<file path="config.mk">
export PLATFORM = sky130hd
export DESIGN_NAME = fir_coe_cfg_parser
export DESIGN_NICKNAME = d
export VERILOG_FILES = /design/src/rtl/fir_coe_cfg_parser.sv
export SDC_FILE = /design/constraint.sdc
export NUM_CORES = 1
export LEC_CHECK = 0
export CAP_MARGIN = 20
export CORE_MARGIN = 2
export CORE_UTILIZATION = 68
export CTS_BUF_LIST = sky130_fd_sc_hd__clkbuf_4 sky130_fd_sc_hd__clkbuf_8
export CTS_CLUSTER_SIZE = 25
export DETAILED_ROUTE_END_ITERATION = 10
export GPL_ROUTABILITY_DRIVEN = 0
export PLACE_DENSITY = 0.87
export SYNTH_ARGS = -nofsm -noshare
export SYNTH_HDL_FRONTEND = slang
export SYNTH_SLANG_ARGS = --single-unit
</file>
<file path="constraint.sdc">
create_clock -name cfg_clk -period 5.1 [get_ports cfg_clk]
set_input_delay 1.02 -clock cfg_clk [delete_from_list [all_inputs] [get_ports cfg_clk]]
set_output_delay 1.02 -clock cfg_clk [all_outputs]
set_load 0.02 [all_outputs]
</file>
<file path="src/rtl/fir_coe_cfg_parser.sv">
// Parses one checksummed FIR coefficient packet from a 32-bit valid/ready stream, buffers it, and
// replays a validated set as a gap-free burst followed by a single commit pulse.
module fir_coe_cfg_parser #(
   parameter int          COE_NUM      = 51,
   parameter int          COE_WDTH     = 29,
   parameter int          COE_NUM_HALF = (COE_NUM + 1) / 2,
   parameter logic [15:0] MAGIC        = 16'hF1C0,
   parameter int          LOAD_GAP     = 16
) (
   input  logic                cfg_clk,
   input  logic                cfg_rst_n,
   input  logic                s_valid_i,
   output logic                s_ready_o,
   input  logic [31:0]         s_data_i,
   output logic                coe_vld_o,
   output logic                coe_sop_o,
   output logic [COE_WDTH-1:0] coe_din_o,
   output logic                coe_load_o,
   output logic [31:0]         coe_fir_dec_o,
   output logic                cfg_busy_o,
   output logic                cfg_err_o,
   output logic [1:0]          cfg_err_code_o,
   output logic [15:0]         cfg_done_cnt_o
);

   localparam int CMAX = (COE_NUM_HALF > LOAD_GAP) ? COE_NUM_HALF : LOAD_GAP;
   localparam int CW   = $clog2(CMAX + 1);
   localparam int AW   = (COE_NUM_HALF > 1) ? $clog2(COE_NUM_HALF) : 1;
   localparam logic [CW-1:0] N_C   = CW'(COE_NUM_HALF);
   localparam logic [CW-1:0] GAP_C = CW'(LOAD_GAP);
   localparam logic [7:0]    N_B   = 8'(COE_NUM_HALF);

   typedef enum logic [2:0] {IDLE, RX_DEC, RX_COE, RX_CSUM, EMIT, SETTLE, LOAD, GAP} state_t;

   state_t              state_q, state_d;
   logic [CW-1:0]       cnt_q, cnt_d;
   logic [31:0]         csum_q, csum_d;
   logic [31:0]         dec_stage_q, dec_stage_d;
   logic                s_ready_q, s_ready_d;
   logic                coe_vld_q, coe_vld_d;
   logic                coe_sop_q, coe_sop_d;
   logic [COE_WDTH-1:0] coe_din_q;
   logic                coe_load_q, coe_load_d;
   logic [31:0]         coe_fir_dec_q, coe_fir_dec_d;
   logic                cfg_busy_q, cfg_busy_d;
   logic                cfg_err_q, cfg_err_d;
   logic [1:0]          cfg_err_code_q, cfg_err_code_d;
   logic [15:0]         cfg_done_cnt_q, cfg_done_cnt_d;
   logic                mem_we, mem_rd;
   logic [AW-1:0]       rd_addr;
   logic                xfer;

   // Not reset: contents are only ever read after a full, checksummed fill.
   logic [COE_WDTH-1:0] coe_mem [COE_NUM_HALF];

   assign xfer = s_valid_i && s_ready_q;

   always_comb begin
      state_d        = state_q;
      cnt_d          = cnt_q;
      csum_d         = csum_q;
      dec_stage_d    = dec_stage_q;
      coe_vld_d      = 1'b0;
      coe_sop_d      = 1'b0;
      coe_load_d     = 1'b0;
      coe_fir_dec_d  = coe_fir_dec_q;
      cfg_err_d      = 1'b0;
      cfg_err_code_d = cfg_err_code_q;
      cfg_done_cnt_d = cfg_done_cnt_q;
      mem_we         = 1'b0;
      mem_rd         = 1'b0;
      rd_addr        = AW'(cnt_q);
      case (state_q)
         IDLE: begin
            csum_d = '0;
            if (xfer) begin
               if (s_data_i[31:16] != MAGIC) begin
                  cfg_err_d      = 1'b1;
                  cfg_err_code_d = 2'd1;
               end else if (s_data_i[15:8] != N_B) begin
                  cfg_err_d      = 1'b1;
                  cfg_err_code_d = 2'd2;
               end else begin
                  state_d = RX_DEC;
                  csum_d  = s_data_i;
                  cnt_d   = '0;
               end
            end
         end
         RX_DEC: begin
            if (xfer) begin
               dec_stage_d = s_data_i;
               csum_d      = csum_q ^ s_data_i;
               cnt_d       = '0;
               state_d     = RX_COE;
            end
         end
         RX_COE: begin
            if (xfer) begin
               mem_we = 1'b1;
               csum_d = csum_q ^ s_data_i;
               if (cnt_q == N_C - 1'b1) begin
                  cnt_d   = '0;
                  state_d = RX_CSUM;
               end else begin
                  cnt_d = cnt_q + 1'b1;
               end
            end
         end
         RX_CSUM: begin
            if (xfer) begin
               csum_d = '0;
               if (s_data_i == csum_q) begin
                  state_d       = EMIT;
                  coe_vld_d     = 1'b1;
                  coe_sop_d     = 1'b1;
                  mem_rd        = 1'b1;
                  rd_addr       = '0;
                  cnt_d         = CW'(1);
                  coe_fir_dec_d = dec_stage_q;
               end else begin
                  state_d        = IDLE;
                  cfg_err_d      = 1'b1;
                  cfg_err_code_d = 2'd3;
               end
            end
         end
         EMIT: begin
            // cnt_q is the index of the next coefficient to present.
            if (cnt_q == N_C) begin
               state_d = SETTLE;
               cnt_d   = '0;
            end else begin
               coe_vld_d = 1'b1;
               mem_rd    = 1'b1;
               cnt_d     = cnt_q + 1'b1;
            end
         end
         SETTLE: begin
            if (cnt_q == CW'(1)) begin
               state_d        = LOAD;
               coe_load_d     = 1'b1;
               cfg_done_cnt_d = cfg_done_cnt_q + 16'd1;
               cnt_d          = '0;
            end else begin
               cnt_d = cnt_q + 1'b1;
            end
         end
         LOAD: begin
            state_d = GAP;
            cnt_d   = '0;
         end
         GAP: begin
            if (cnt_q == GAP_C - 1'b1) begin
               state_d = IDLE;
               cnt_d   = '0;
               csum_d  = '0;
            end else begin
               cnt_d = cnt_q + 1'b1;
            end
         end
         default: state_d = IDLE;
      endcase
      s_ready_d  = (state_d == IDLE) || (state_d == RX_DEC) ||
                   (state_d == RX_COE) || (state_d == RX_CSUM);
      cfg_busy_d = (state_d != IDLE);
   end

   always_ff @(posedge cfg_clk) begin
      if (mem_we) coe_mem[AW'(cnt_q)] <= s_data_i[COE_WDTH-1:0];
   end

   always_ff @(posedge cfg_clk or negedge cfg_rst_n) begin
      if (!cfg_rst_n) begin
         state_q        <= IDLE;
         cnt_q          <= '0;
         csum_q         <= '0;
         dec_stage_q    <= '0;
         s_ready_q      <= 1'b0;
         coe_vld_q      <= 1'b0;
         coe_sop_q      <= 1'b0;
         coe_din_q      <= '0;
         coe_load_q     <= 1'b0;
         coe_fir_dec_q  <= '0;
         cfg_busy_q     <= 1'b0;
         cfg_err_q      <= 1'b0;
         cfg_err_code_q <= '0;
         cfg_done_cnt_q <= '0;
      end else begin
         state_q        <= state_d;
         cnt_q          <= cnt_d;
         csum_q         <= csum_d;
         dec_stage_q    <= dec_stage_d;
         s_ready_q      <= s_ready_d;
         coe_vld_q      <= coe_vld_d;
         coe_sop_q      <= coe_sop_d;
         if (mem_rd) coe_din_q <= coe_mem[rd_addr];
         coe_load_q     <= coe_load_d;
         coe_fir_dec_q  <= coe_fir_dec_d;
         cfg_busy_q     <= cfg_busy_d;
         cfg_err_q      <= cfg_err_d;
         cfg_err_code_q <= cfg_err_code_d;
         cfg_done_cnt_q <= cfg_done_cnt_d;
      end
   end

   assign s_ready_o      = s_ready_q;
   assign coe_vld_o      = coe_vld_q;
   assign coe_sop_o      = coe_sop_q;
   assign coe_din_o      = coe_din_q;
   assign coe_load_o     = coe_load_q;
   assign coe_fir_dec_o  = coe_fir_dec_q;
   assign cfg_busy_o     = cfg_busy_q;
   assign cfg_err_o      = cfg_err_q;
   assign cfg_err_code_o = cfg_err_code_q;
   assign cfg_done_cnt_o = cfg_done_cnt_q;

endmodule
</file>
Word-level counts from Yosys, hierarchy flattened
Memory sizes are Yosys's and may differ from the RTL's. A register that Yosys moved wholly into a read port is not among the register bits.
Index checks and enable logic that the tools add are counted.
{"block": "word_totals", "reg_bits": 128, "ram_bits": 754, "inputBits": 35, "wordCells": 119, "n_memories": 1}
{"block": "op_classes", "addsub": 2, "n_eq_ne": 28, "muxes": 57, "n_bitwise": 1, "reduce_logical": 17}
{"name": "coe_mem", "words": 26, "width": 29, "read_ports": 1, "rd_ports_with_merged_regs": 1, "wr": 1, "line": "54", "source": "logic [COE_WDTH-1:0] coe_mem [COE_NUM_HALF];"}
{"op": "2-to-1 mux 32 bit", "n": 6}
{"op": "one-hot mux 32 bit (4 select lines)", "n": 1}
{"op": "2-to-1 mux 5 bit", "n": 14}
{"op": "one-hot mux 5 bit (8 select lines)", "n": 1}
{"op": "2-to-1 mux 3 bit", "n": 11}
{"op": "equality test 32 bit", "n": 1}
{"op": "bitwise XOR 32 bit", "n": 1}
{"op": "one-hot mux 3 bit (8 select lines)", "n": 1}
{"op": "!= test 2 bit, second input constant", "n": 9}
{"op": "adder 16 x 1 -> 16 bit, second input constant", "n": 1}
{"op": "!= test 16 bit, second input constant", "n": 1}
{"op": "2-to-1 mux 1 bit", "n": 15}
{"op": "equality test 3 x 2 -> 1 bit, second input constant", "n": 4}
{"op": "equality test 3 bit, second input constant", "n": 4}
{"op": "equality test 5 bit, second input constant", "n": 2}
{"op": "2-to-1 mux 2 bit", "n": 5}
{"op": "!= test 8 x 5 -> 1 bit, second input constant", "n": 1}
{"op": "AND reduction 7 bit", "n": 1}
{"op": "equality test 3 x 1 -> 1 bit, second input constant", "n": 2}
{"op": "logical NOT 3 bit", "n": 2}
{"op": "adder 5 x 1 -> 5 bit, second input constant", "n": 1}
{"op": "equality test 5 x 1 -> 1 bit, second input constant", "n": 1}
{"op": "equality test 5 x 4 -> 1 bit, second input constant", "n": 1}
{"op": "AND reduction 5 bit", "n": 1}
{"op": "other kinds (14)", "n": 18}

Longest topological paths before layout
{"block": "logic_depth", "ltp_word": 9, "depth_mapped": 13, "mapped_depth_nobuf": 9}

Worst setup path before layout
OpenSTA, ideal clock, no wires.
{"block": "synth_timing", "path_type": "input to register", "from": "input port s_valid_i", "to": "memory coe_mem[13][0] (enable)", "t_arrival_ns": 3.065, "required_time_ns": 4.685, "setup_slack_ns": 1.620, "cell_stages": 4, "cell_sequence": "nand2_1 nor3_1 nand2_1 nor2_1"}
{"block": "synth_between", "elab_chain_cells": 5}
{"item": "from (decl)", "line": "12", "source": "input logic s_valid_i,"}
{"item": "logical AND 1 bit", "line": "56", "source": "assign xfer = s_valid_i && s_ready_q;"}
{"item": "2-to-1 mux 1 bit", "line": "99", "source": "if (xfer) begin"}
{"item": "2-to-1 mux 1 bit", "line": "73", "source": "case (state_q)"}
{"item": "2-to-1 mux 1 bit", "line": "170", "source": "if (mem_we) coe_mem[AW'(cnt_q)] <= s_data_i[COE_WDTH-1:0];"}
{"item": "2-to-1 mux 1 bit (implied by the code)", "line": "170"}
{"item": "to (decl)", "line": "54"}
Every way passes these cells.

Worst setup path after layout
{"block": "layout_timing", "from": "input port s_data_i[5]", "to": "register coe_din_q[10], in the netlist coe_din_o[10] (read register of coe_mem)"}
{"block": "layout_between", "elab_chain_cells": 4}
{"item": "from (decl)", "line": "14", "source": "input logic [31:0] s_data_i,"}
{"item": "equality test 32 bit *", "line": "113", "source": "if (s_data_i == csum_q) begin"}
{"item": "2-to-1 mux 1 bit / 2-to-1 mux 5 bit (equally long branches)", "line": "113"}
{"item": "2-to-1 mux 1 bit / 2-to-1 mux 5 bit (equally long branches)", "line": "111", "source": "if (xfer) begin"}
{"item": "one-hot mux 1 bit (2 select lines) / 2-to-1 mux 5 bit (equally long branches)", "line": "73"}
{"item": "to (decl)", "line": "42", "source": "logic [COE_WDTH-1:0] coe_din_q;"}
Mark *: on every way between the ends. The rest lies on a longest branch, timed or not.
A chain may end at the register's enable or synchronous reset.

==> results.md <==
- FFs w/ async S/R, synth: 0.172
- Post-Route Utilization: 0.787
- Clock tree buffer depth: 3
- FF-to-FF path depth: 7
- Worst path max stage delay: 0.68 ns
- Mapped Area: 36900 um2
- Largest cells by area after synthesis: edfxtp_1 (61%), dfrtp_1 (11%), mux2_2 (3.5%)
- Initial antenna violation count: 3
- Via count: 24100
- Post-route insts no fill: 3395
- Vias/cell: 7.09
- Worst Path Required: 5.77 ns
- Post-synth top area cell: edfxtp_1
- Fill count: 2724
- Synth Area in Adders: 0.00237
- Post-synth EDFFs: 754
- FF-to-FF End: coe_din_o[11]
- Synth Register Bits: 911
- CTS tree: yes
- Post-synth cell types: 83
- Max Slew Vio Count: 0
- Antenna viol nets, final: 0
- DR pass1 iterations: 6
- Critical R2R Launch: cnt_q[0]
- Register-to-register setup slack: 1.46 ns
- Core area: 53800 um2
- Register area share after synthesis: 0.719
- Clock Tree Root: clkbuf_8
- Worst slew pin tran: 1.15 ns
- Crit start category: input pin
- Post-CTS setup buffers: 0
- Vias in the first global route: 24500
- Leak: 14.9 nW
- Post-Route WL: 104 mm
- Total track usage: 0.380
- Final worst path period share: 0.804
- I/O pins: 120
- Clock Latency Late Sink: 0.84 ns
- RSZ-0062 raised after global routing: false
- Xor and xnor area share after synthesis: 0.0111
- Share of the synthesized area in the top cell type: 0.613
- WL/cell: 30.8 um
- Die Wd: 237 um
- Family with the most delay on the worst path: simple AND/OR/NAND/NOR gates
- Crit path DAT: 4.77 ns
- CTS Hold Bufs: 0
- Syn avg cell area: 15.6 um2
- Die Area: 56200 um2
- Hold Fails Final Rpt: 0
- Starting DRT DRC Count: 3646
- Post-synthesis mux area share: 0.0953
- Post-Syn Nets: 2411
- H-tree levels: 4
- Largest family of logic cells by synthesized area: compound AO/OA/AOI/OAI gates
- Clock skew: 0.0468 ns
- Max-cap check violation count: 0
- PwrDens: 453 nW/um2
- Maximum vdd drop: 0.348 mV
- Largest net degree at the start of global routing: 126
- Placed Instances: 3138
- HP Class: input pin to asynchronous set/reset pin
- Die height: 237 um
- Final net count: 2628
- CP Buf/Inv Count: 2
- DRC violations left: 0
- CTS resizes: 0
- Status: completed
- Initial Util: 0.687
- F_max: 244 MHz
- Setup_tns: 0 ns
- Crit-path max FO: 42
- Crit-path cells: clkdlybuf4s50_1, xor2_1, nor4_2, and4_1, nand3_4, buf_4, a21oi_1, nor4bb_1, a311oi_1
- Synth-to-Final Area Change: 14.6%
- Layout cell share with drive strength beyond 1: 0.210
- Synth warn: 0
- Worst slew margin: 0.228
- Crit-path slowest cell: clkdlybuf4s50_1
- Placement Cell Area: 39500 um2
- Post-Synth Simple-Gate Area: 0.0533
- Finished Cell Area: 42300 um2
- First-pass GRT wire length: 154 mm
- Post-detail-place hpwl: 60.6 mm
- Final setup viols: 0
- Clock slew at reported path FFs: 0.06 ns
- Most used DFF post-synth: edfxtp_1
- Syn Inst Count: 2369
- Gr ovfl total: 0
- Synth Area in Compound Gates: 0.100
- Clock Sinks: 911
- Rows: 85
- Tot Pwr: 0.0192 W
- CP Class: input pin to flip-flop
- Cts bufs inserted: 140
- PortBufs: 119
- Worst Setup End Kind: flip-flop
- Tmin final: 4.10 ns
-- stage by stage --
step	worst slack [ns]	hold WS (ns)
6_report	1.00	0.317
5_1_grt	0.986	0.363
4_1_cts	1.36	0.319
3_5_place_dp	0.497	0.459
3_3_place_gp	0.559	0.451
2_1_floorplan	1.62	0.435
-- final cells by class --
class	count	area [um2]	share of cell area
Clock buffer	209	2540	0.0600
Multi-Input combinational cell	1295	9970	0.235
Clock inverter	43	290	0.00686
Tap cell	696	871	0.0206
Sequential cell	911	26600	0.628
Antenna cell	3	7.51	0.000177
Timing Repair Buffer	215	2000	0.0471
Inverter	23	88.8	0.00210
-- flip-flops by register name (all words and copies together), names as in the netlist --
name / count
coe_fir_dec_o: 32
coe_vld_o: 1
cfg_busy_o: 1
s_ready_o: 1
dec_stage_q: 32
cfg_done_cnt_o: 16
coe_sop_o: 1
coe_load_o: 1
csum_q: 32
coe_mem: 754
cfg_err_o: 1
coe_din_o: 29
cfg_err_code_o: 2
state_q: 3
cnt_q: 5
-- Yosys cell counts, drive strengths merged, types with 21 or more instances --
cell / number
edfxtp: 754
nand2: 167
dfrtp: 157
nor2: 150
mux2: 130
a21oi: 120
o21ai: 114
mux2i: 111
clkbuf: 86
buf: 54
o21a: 51
a211oi: 46
mux4: 42
a221oi: 37
xor2: 37
o22ai: 35
a211o: 27
inv: 22
nand3: 21
-- worst max path at each step --
stage / startpoint / end / depth (start not counted)
after detailed placement: s_data_i[5] / coe_din_o[7] / 9
after global routing: s_data_i[5] / coe_din_o[10] / 9
after global placement: s_data_i[5] / coe_din_o[10] / 9
final: s_data_i[5] / coe_din_o[10] / 9
after CTS: s_data_i[5] / coe_din_o[7] / 9
after floorplan: s_valid_i / coe_mem[13][0] / 4
-- power by group --
group	internal, W	switching [W]
sequential	0.00844	0.000396
clock	0.00330	0.00285
combinational	0.00163	0.00257
total	0.0134	0.00582
-- logic make-up after synthesis --
group           Yosys count
compound gates          536
xor+xnor                 47
fa+ha+maj                 7
buf+inv                 163
flops                   911
mux                     283
simple gates            422
-- cell usage in the layout, fill, tap and decap left out, types with 21 or more instances in the layout --
| cell | synthesis | final |
|---|---|---|
| a211o_1 | 27 | 27 |
| a211oi_1 | 46 | 46 |
| a21oi_1 | 120 | 120 |
| a221oi_1 | 21 | 21 |
| buf_4 | 2 | 90 |
| clkbuf_4 | 0 | 54 |
| clkbuf_8 | 0 | 155 |
| clkdlybuf4s50_1 | 0 | 118 |
| dfrtp_1 | 157 | 154 |
| edfxtp_1 | 754 | 754 |
| inv_1 | 21 | 21 |
| mux2_2 | 114 | 114 |
| mux2i_1 | 111 | 111 |
| mux4_2 | 42 | 42 |
| nand2_1 | 167 | 167 |
| nor2_1 | 149 | 118 |
| nor2_4 | 0 | 27 |
| o21a_1 | 51 | 51 |
| o21ai_0 | 74 | 73 |
| o21ai_1 | 40 | 41 |
| o22ai_1 | 35 | 35 |
| xor2_1 | 37 | 37 |
-- per-layer routing --
metal	global-route usage	share of wire
met3	0.128	0.15
met5	0	0
met1	0.482	0.33
met4	0.257	0.077
met2	0.562	0.45
Power figures use the tool's default switching activity.
